<file path="config.mk">
export PLATFORM = sky130hd
export DESIGN_NAME = instr_fetch_unit
export DESIGN_NICKNAME = d
export VERILOG_FILES = /design/src/rtl/instr_fetch_unit.sv
export SDC_FILE = /design/constraint.sdc
export NUM_CORES = 1
export LEC_CHECK = 0
export ABC_AREA = 0
export CORE_UTILIZATION = 35
export DETAILED_ROUTE_END_ITERATION = 8
export DONT_BUFFER_PORTS = 1
export GPL_ROUTABILITY_DRIVEN = 0
export GPL_TIMING_DRIVEN = 0
export PLACE_DENSITY = 0.55
export SYNTH_ARGS = -nofsm -noshare
export SYNTH_HDL_FRONTEND = slang
export SYNTH_SLANG_ARGS = --single-unit
</file>
<file path="constraint.sdc">
create_clock -name clk -period 5.6 [get_ports clk]
set_input_delay 0.84 -clock clk [delete_from_list [all_inputs] [get_ports clk]]
set_output_delay 0.84 -clock clk [all_outputs]
set_load 0.05 [all_outputs]
</file>
<file path="src/rtl/instr_fetch_unit.sv">
// ---------------------------------------------------------------------------
// instr_fetch_unit
//   Instruction fetch front end. It issues word-aligned fetches to an
//   in-order instruction memory and buffers the returned words in a 2-entry
//   FIFO that feeds the decode stage. Redirects (branch/jump) flush the FIFO
//   and discard the responses still in flight for the old stream.
//
//   Optional build macro: IFU_ILLEGAL_CHECK_EN
//     defined   -> id_illegal flags a head word whose low two bits are not 2'b11
//     undefined -> id_illegal is tied low and no check logic is built
//
// Ports
//   clk, rst_n        clock (rising edge), asynchronous active-low reset
//   imem_req/addr     fetch request and word-aligned address (out)
//   imem_gnt          request accepted this cycle (in)
//   imem_rvalid/rdata in-order fetch response (in)
//   redirect_valid/pc restart the fetch stream at redirect_pc (in)
//   id_valid/ready    decode handshake; id_instr/id_pc/id_illegal from FIFO head
// ---------------------------------------------------------------------------
module instr_fetch_unit #(
  parameter logic [31:0] RESET_PC = 32'h0000_0000
) (
  input  logic        clk,
  input  logic        rst_n,
  output logic        imem_req,
  output logic [31:0] imem_addr,
  input  logic        imem_gnt,
  input  logic        imem_rvalid,
  input  logic [31:0] imem_rdata,
  input  logic        redirect_valid,
  input  logic [31:0] redirect_pc,
  output logic        id_valid,
  input  logic        id_ready,
  output logic [31:0] id_instr,
  output logic [31:0] id_pc,
  output logic        id_illegal
);

  localparam int DEPTH = 2;

  typedef struct packed {
    logic [31:0] instr;
    logic [31:0] pc;
  } ent_t;

  // Request enable: keeps imem_req low until the first edge after reset.
  logic        en_q;
  logic [31:0] pc_q, pc_d;
  // Requests granted but not yet answered (including ones to be killed).
  logic [1:0]  out_q, out_d;
  // Number of upcoming responses that belong to a redirected-away stream.
  logic [1:0]  kill_q, kill_d;
  // PCs captured at grant, consumed in order as responses come back.
  logic [31:0] pcq_q [DEPTH];
  logic        pcq_wr_q, pcq_rd_q;
  // Decode-side instruction FIFO.
  ent_t        fifo_q [DEPTH];
  logic        fifo_wr_q, fifo_rd_q;
  logic [1:0]  cnt_q, cnt_d;

  logic        gnt, rsp, push, pop;
  logic [2:0]  credit;
  ent_t        head;

  // Handshake events --------------------------------------------------------
  // A response with nothing outstanding is spurious and ignored.
  assign rsp  = imem_rvalid && (out_q != 2'd0);
  assign gnt  = imem_req && imem_gnt;
  assign pop  = id_valid && id_ready;
  // Responses on a redirect cycle or while stale ones remain are dropped.
  assign push = rsp && !redirect_valid && (kill_q == 2'd0);

  // Credit counts every slot that a response could still occupy, so the FIFO
  // can never overflow. The pop term lets a draining decode stage keep the
  // request going in the same cycle (id_ready -> imem_req is combinational).
  assign credit   = {1'b0, out_q} + {1'b0, cnt_q} - {2'b00, pop};
  assign imem_req = en_q && !redirect_valid && (credit < 3'(DEPTH));
  assign imem_addr = pc_q;

  // Decode outputs ----------------------------------------------------------
  assign head     = fifo_q[fifo_rd_q];
  assign id_valid = (cnt_q != 2'd0) && !redirect_valid;
  assign id_instr = head.instr;
  assign id_pc    = head.pc;

`ifdef IFU_ILLEGAL_CHECK_EN
  // Only 32-bit encodings (low bits 2'b11) are legal; the word still goes
  // to decode so the exception can be raised there with the right PC.
  assign id_illegal = (cnt_q != 2'd0) && (head.instr[1:0] != 2'b11);
`else
  assign id_illegal = 1'b0;
`endif

  // Next-state --------------------------------------------------------------
  always_comb begin
    pc_d   = pc_q;
    out_d  = out_q + {1'b0, gnt} - {1'b0, rsp};
    kill_d = kill_q;
    cnt_d  = cnt_q + {1'b0, push} - {1'b0, pop};

    if (redirect_valid) begin
      // Masking keeps the address word-aligned regardless of the low bits.
      pc_d   = redirect_pc & ~32'h3;
      // Everything still in flight after this cycle is stale; a response
      // arriving now is already accounted for by dropping it here.
      kill_d = out_q - {1'b0, rsp};
      cnt_d  = 2'd0;
    end else begin
      if (gnt) pc_d = pc_q + 32'd4;
      if (rsp && (kill_q != 2'd0)) kill_d = kill_q - 2'd1;
    end
  end

  // State -------------------------------------------------------------------
  always_ff @(posedge clk or negedge rst_n) begin
    if (!rst_n) begin
      en_q      <= 1'b0;
      pc_q      <= RESET_PC;
      out_q     <= 2'd0;
      kill_q    <= 2'd0;
      cnt_q     <= 2'd0;
      pcq_wr_q  <= 1'b0;
      pcq_rd_q  <= 1'b0;
      fifo_wr_q <= 1'b0;
      fifo_rd_q <= 1'b0;
      for (int i = 0; i < DEPTH; i++) begin
        pcq_q[i]  <= '0;
        fifo_q[i] <= '0;
      end
    end else begin
      en_q   <= 1'b1;
      pc_q   <= pc_d;
      out_q  <= out_d;
      kill_q <= kill_d;
      cnt_q  <= cnt_d;

      // The PC queue tracks every outstanding request, killed or not, so it
      // is never flushed: stale entries retire as their responses return.
      if (gnt) begin
        pcq_q[pcq_wr_q] <= pc_q;
        pcq_wr_q        <= ~pcq_wr_q;
      end
      if (rsp) pcq_rd_q <= ~pcq_rd_q;

      if (redirect_valid) begin
        fifo_wr_q <= 1'b0;
        fifo_rd_q <= 1'b0;
      end else begin
        if (push) begin
          fifo_q[fifo_wr_q] <= {imem_rdata, pcq_q[pcq_rd_q]};
          fifo_wr_q         <= ~fifo_wr_q;
        end
        if (pop) fifo_rd_q <= ~fifo_rd_q;
      end
    end
  end

endmodule

</file>
==> results of run 1 <==
[kinds of logic (layout without fill, tap and decap cells)]
| family | after synthesis | after routing | synth area share |
|---|---|---|---|
| buffers and inverters | 73 | 120 | 0.03489 |
| xor gates and xnor gates | 12 | 12 | 0.01018 |
| DFF | 225 | 225 | 0.5452 |
| other | 2 | 7 | 0.0007272 |
| muxes | 218 | 218 | 0.2337 |
| AOI/OAI and AO/OA | 120 | 120 | 0.06664 |
| and+or+nand+nor | 197 | 197 | 0.09583 |
| adders and majority gates | 10 | 10 | 0.01284 |
[critical path: stages, from the launching register on]
cell and delay, ns:
dfrtp_1 0.37, inv_1 0.07, a21oi_1 0.93, and2_1 0.40, ha_1 0.28, nand2b_1 0.16, fa_1 0.37, xor2_1 0.18
and4b_1 0.57
[how the worst max path moves through the flow]
| stage | to | slack (ns) | cells past startpoint |
|---|---|---|---|
| floorplan | out_q[1] | 1.32 | 15 |
| global placement | out_q[1] | 0.82 | 15 |
| detailed placement | out_q[1] | 0.82 | 15 |
| CTS | imem_req | 0.90 | 8 |
| global route | imem_req | 0.74 | 8 |
| finish | imem_req | 0.91 | 8 |
[area by class of cell]
| type | count | area (um2) | area share |
|---|---|---|---|
| tap | 384 | 480.5 | 0.04103 |
| clock buffer | 36 | 716.9 | 0.06123 |
| inverter | 13 | 48.80 | 0.004168 |
| timing repair buffer | 1 | 10.01 | 0.0008549 |
| antenna | 1 | 2.502 | 0.0002137 |
| multi-input combinational | 563 | 4352 | 0.3717 |
| sequential | 225 | 5630 | 0.4809 |
| clock inverter | 10 | 156.4 | 0.01336 |
| buffer | 60 | 311.5 | 0.02661 |
[sequential cells by signal, indices dropped and copies added (netlist names)]
name / count
kill_q: 2
fifo_wr_q: 1
fifo_q: 124
pcq_rd_q: 1
out_q: 2
imem_addr: 30
pcq_wr_q: 1
fifo_rd_q: 1
pcq_q: 60
en_q: 1
cnt_q: 2
[power by group through the flow]
stage	registers, mW	clock network, mW	logic, mW
3_5_place_dp	2.64	0	2.40
6_report	2.60	1.73	2.38
5_1_grt	2.68	1.84	2.54
4_1_cts	2.61	1.78	2.41
2_1_floorplan	2.53	0	2.10
3_3_place_gp	2.62	0	2.38
[routing by layer]
metal / vias up / global-route usage
met5: - / 0
met4: 0 / 0.04349
met3: 36 / 0.04693
met2: 206 / 0.2438
met1: 3266 / 0.2331
li1: 3108 / -
[layout by cell type (no fill, tap or decap), types with 4 or more instances in the layout]
cell type / synthesis / routed
dfrtp_1: 225 / 225
mux2_2: 178 / 178
nand2_1: 69 / 69
nor2_1: 54 / 54
o21ai_0: 50 / 50
a21oi_1: 36 / 36
mux2i_1: 33 / 33
clkbuf_1: 23 / 29
clkbuf_16: 0 / 25
nand3_1: 18 / 18
buf_2: 17 / 17
buf_4: 15 / 15
nand4_1: 13 / 13
inv_1: 11 / 11
ha_1: 9 / 9
xnor2_1: 7 / 7
mux2_1: 7 / 7
o211ai_1: 7 / 7
and3_1: 6 / 6
nand3b_1: 6 / 6
a31oi_1: 6 / 6
conb_1: 2 / 6
xor2_1: 5 / 5
a22oi_1: 5 / 5
o311ai_1: 5 / 5
clkbuf_8: 0 / 5
nor2b_1: 4 / 4
clkinv_2: 0 / 4
bufinv_16: 0 / 4
[stage by stage]
step                setup WS [ns]  utilization
floorplan                   1.318            -
detailed placement         0.8244       0.3750
CTS                        0.9021       0.4057
global placement           0.8244       0.3750
finish                     0.9088       0.4057
global route               0.7398       0.4057
[what timing repair did]
| action | 4_1_cts | 5_1_grt |
|---|---|---|
| buffers inserted | 0 | 0 |
| endpoints found under the hold margin | 1 | 0 |
| hold buffers | 1 | 0 |
==> out/results.ini, run 1 <==
[sta]
clock_skew_ns=0.01366
worst-slew-pin-transition_ns=1.225
hold_ws_ns=0.02556
slew_headroom=0.1833
rsz0062_at_grt=false
min_period_over_period=0.8377
setup_viol=0
fmax_mhz=213.2
drv_slew=0
finalHoldViolations=0
period_needed_ns=4.691
fin_tns_setup_ns=0

[critical_path]
timing.rr.start=cnt_q[1]
crit_path_start=cnt_q[1]
rrSetupSlack_ns=1.18
cp.required_ns=4.76
path_class=flip-flop to output port
reg2regPathDepth=16
crit_path_end_kind=output port
cp_data_arrival_time_ns=3.85
start_kind=flip-flop
critPathMaxFanout=3
rr_endpoint=out_q[1]

[floorplan]
core_area_um2=28860
chipWidth_um=173.8
row_count=62
initial_core_util=0.3579
die_y_um=173.8
fp.dieArea_um2=30200
ios=169

[clocking]
htreeDepth=1
clk_latency_ns=0.53
cts_tree=done
clock_path_buffers=3
clockRootBuffer=clkbuf_16
clk_pin_slew_ns=0.06
cts.repair.resized=0
cts.sinks=225
numCtsBuffers=25

[yosys]
syn_avg_cell_area_um2=12.05
yosysTopAreaCellShare=0.5452
yosysSeqAreaShare=0.5452
netlist_instances=857
synth_edf_count=0
yosysMostFrequentCell=dfrtp_1
ys_types=57
synth_area_leaders=dfrtp_1 (55%), mux2_2 (19%), mux2i_1 (3.2%), nand2_1 (2.5%), o21ai_0 (2.4%)
async_reset_ff_frac=1.000
yosysWarnings=0
synth.top_cells.by_count=dfrtp_1 (225), mux2_2 (178), nand2_1 (69)
netlist_area_um2=10330
ys_ff_latch=225
yosys.area.top_type=dfrtp_1
ys.flop_type=dfrtp_1

[pwr]
pwr-share-clk=0.258
powerDensity_nw_per_um2=573.7
irDropWorstVdd_uv=252.5
switching_share=0.3983
combinationalPowerShare=0.355
internal_power_mw=4.042
power.switching_mw=2.675
power_mw=6.717
leakagePower_nw=5.255
p_seq_frac=0.388

[route]
drt-met1-wl_mm=11.57
vias=6616
top_layer=met4
drt_iter0_drc=316
drc=0
dr_wl_met2_mm=10.73
ant_nets=0
viasPerCell=5.117
totalWireLength_mm=24.77
wl_per_cell_um=19.16
firstDrtPassIters=4
wl_met3_mm=1.929

[cells_and_area]
layout.cells.non_filler=1293
drive_gt1_frac=0.2930
fillers=2794
nets=969
syn2layout_area_growth_pct=13.38
fin_area_um2=11710

[global_route]
grt_pass1_vias=6553
grt_pass1_wl_mm=38.92
antenna_found_initial=0
grt_use_total=0.1641
grt_max_degree=226
overflow=0

[place]
placed_area_um2=10820
placed_cells=1245
dpl.hpwl_mm=17.29
numPortBuffers=0

[run_status]
status=finished, final reports clean

[min_path]
hold_path_class=input port to async pin

[flow_run]
maxCapViolCount=0

Power figures use the tool's default switching activity.
==> inputs of run 2 (changes only) <==
--- a/config.mk
+++ b/config.mk
@@ -5,13 +5,13 @@
 export SDC_FILE = /design/constraint.sdc
 export NUM_CORES = 1
 export LEC_CHECK = 0
-export ABC_AREA = 0
+export ABC_AREA = 1
 export CORE_UTILIZATION = 35
 export DETAILED_ROUTE_END_ITERATION = 8
 export DONT_BUFFER_PORTS = 1
 export GPL_ROUTABILITY_DRIVEN = 0
 export GPL_TIMING_DRIVEN = 0
-export PLACE_DENSITY = 0.55
+export PLACE_DENSITY = 0.57
 export SYNTH_ARGS = -nofsm -noshare
 export SYNTH_HDL_FRONTEND = slang
 export SYNTH_SLANG_ARGS = --single-unit
==> constraint.sdc (replaced) <==
create_clock -name clk -period 4 [get_ports clk]
set_input_delay 0.6 -clock clk [delete_from_list [all_inputs] [get_ports clk]]
set_output_delay 0.6 -clock clk [all_outputs]
set_load 0.05 [all_outputs]
==> run 2 against run 1 <==
Effect of this change: the run now ends with hold timing left; worst hold slack lost 0.24 ns; clock-buffer cell count shrank 6; combinational power grew 54%; via count grew 28%; critical path depth grew 1; setup slack lost 0.71 ns; sequential power grew 49%; clock skew shrank 0.0014 ns; flip-flop and latch count is the same; largest cell class unchanged.
==> out/results.ini, run 2 <==
[pwr]
power.switching_mw=4.306
pwr-share-clk=0.257
irDropWorstVdd_uv=317.0
internal_power_mw=5.834
leakagePower_nw=6.031
switching_share=0.4247
p_seq_frac=0.382
powerDensity_nw_per_um2=820.8
combinationalPowerShare=0.361

[place]
dpl.hpwl_mm=20.28
placed_area_um2=11400
placed_cells=1705
pre_cts_slack_ns=-0.4701
numPortBuffers=0

[floorplan]
die_y_um=178.4
ios=169
row_count=64
fp.dieArea_um2=31820
initial_core_util=0.3560
core_area_um2=30590
chipWidth_um=178.4

[critical_path]
crit_path_start=redirect_valid
slowest_stage=fa_1
crit_chain=clkbuf_1 > a21oi_4 > nand2_1 > inv_1 > ha_1 > or2_2 > fa_1 > nand3_1 > nor2_4
start_kind=input port
critPathMaxFanout=10
worstPathBufferInverterCount=2
cp_data_arrival_time_ns=3.20
timing.rr.start=cnt_q[1]
cp_top_family=simple AND/OR/NAND/NOR gates
max_stage_delay_ns=0.50
cp.required_ns=3.40
crit_path_end_kind=output port
path_class=input port to output port

[route]
wl_per_cell_um=16.52
ant_nets=0
vias=8463
dr_wl_met2_mm=13.05
viasPerCell=4.836
totalWireLength_mm=28.91
drt-met1-wl_mm=13.41
top_layer=met4
wl_met3_mm=1.952
drc=0
drt_iter0_drc=502
firstDrtPassIters=7

[cells_and_area]
layout.cells.non_filler=1750
n_antenna_cell=0
regMostFlops=fifo_q
final_cell_mix=nand2_1 (411), dfrtp_1 (225), o21ai_0 (166), inv_1 (145), nand3_1 (73)
syn2layout_area_growth_pct=13.44
fin_area_um2=12350
drive_gt1_frac=0.1174
fillers=3170
nets=1416
largest_register_ffs=124
utilization=0.4039
final_common_cell=nand2_1

[yosys]
yosysMostFrequentCell=nand2_1
yosysTopAreaCellShare=0.5170
netlist_instances=1305
ys_ff_latch=225
ys_types=33
yosysSeqAreaShare=0.5170
netlist_area_um2=10890
synth.top_cells.by_count=nand2_1 (411), dfrtp_1 (225), o21ai_0 (166)
syn_avg_cell_area_um2=8.345
yosys.area.top_type=dfrtp_1
synth_area_leaders=dfrtp_1 (52%), nand2_1 (14%), o21ai_0 (7.6%), mux2_2 (6.4%), inv_1 (5.0%)
yosysWarnings=0
async_reset_ff_frac=1.000
synth_edf_count=0
ys.flop_type=dfrtp_1

[clocking]
numCtsBuffers=25
clockRootBuffer=clkbuf_16
htreeDepth=1
cts_setup_buffers=0
clk_latency_ns=0.52
cts.sinks=225
clk_pin_slew_ns=0.06
cts_tree=done
clock_path_buffers=3

[sta]
final.setup.worst_slack_ns=0.2034
fmax_mhz=263.4
worst-slew-pin-transition_ns=0.7659
min_period_over_period=0.9492
rsz0062_at_grt=false
setup_viol=0
slew_headroom=0.4894
finalHoldViolations=225
clock_skew_ns=0.01230
drv_slew=0
hold_ws_ns=-0.2178
period_needed_ns=3.797

[flow_run]
maxCapViolCount=0

[global_route]
grt_pass1_vias=8480
grt_pass1_wl_mm=46.14
antenna_found_initial=0
grt_use_total=0.1849
overflow=0
grt_max_degree=226

[run_status]
status=complete, but fails checks
failed_checks=hold timing

[min_path]
hold_path_class=input port to async pin

==> run 2: area by class of cell <==
type / instances / area (um2) / area share
Inverter: 148 / 555.5 / 0.04497
Multi-Input combinational cell: 860 / 4342 / 0.3514
Clock inverter: 15 / 250.2 / 0.02026
Clock buffer: 30 / 684.4 / 0.05540
Tap cell: 396 / 495.5 / 0.04011
Buffer: 76 / 396.6 / 0.03210
Sequential cell: 225 / 5630 / 0.4557
==> run 2: repair_timing <==
action                                 in CTS  in global routing
resized for setup                           2                  1
setup endpoints to repair                   1                  1
endpoints found under the hold margin     225                225
==> run 2: power by group through the flow <==
stage,logic [mW],registers (mW),clock network (mW)
after floorplan,3.07,3.75,0
after global placement,3.63,3.88,0
after detailed placement,3.67,3.91,0
after CTS,3.70,3.87,2.66
after global routing,4.04,3.98,2.75
final,3.66,3.87,2.61
==> run 2: per-stage QoR <==
step / total power, mW / setup TNS [ns]
floorplan: 6.816 / 0
global placement: 7.509 / -7.865
detailed placement: 7.584 / -8.708
CTS: 10.24 / 0
global route: 10.78 / 0
finish: 10.14 / 0
==> run 2: kinds of logic after synthesis <==
kind of cell	share of synthesized area
buffers and inverters	0.08743
multiplexers	0.06411
adder cells (fa/ha/maj)	0.01218
AO/OA/AOI/OAI	0.1081
AND/OR/NAND/NOR	0.1992
XOR/XNOR	0.01126
other	0.0006896
flip-flops	0.5170
==> run 2: path summary, 6_finish.rpt <==
kind	slack, ns	to	cells after the start
worst max-delay path	0.20	imem_req	9
worst min-delay path	-0.22	fifo_q[51]	0
worst max register to register	0.28	out_q[1]	15
worst min register to register	0.48	fifo_q[50]	2
max in group asynchronous	3.69	pcq_q[35]	0
min in group clk	0.21	imem_addr[8]	2
==> run 2: layer usage <==
layer,vias to the layer above,global-route usage
li1,4203,-
met1,4021,0.2506
met2,199,0.2988
met3,40,0.04433
met4,0,0.03884
met5,-,0
==> run 2: worst reg2reg max path, delay by kind of cell, from the launching register on <==
kind / cells / cell delay [ns]
AND/OR/NAND/NOR: 4 / 0.84
AO/OA/AOI/OAI: 1 / 0.41
flip-flops: 1 / 0.36
XOR/XNOR: 1 / 0.12
adder cells (fa/ha/maj): 4 / 1.22
buffers and inverters: 5 / 0.68
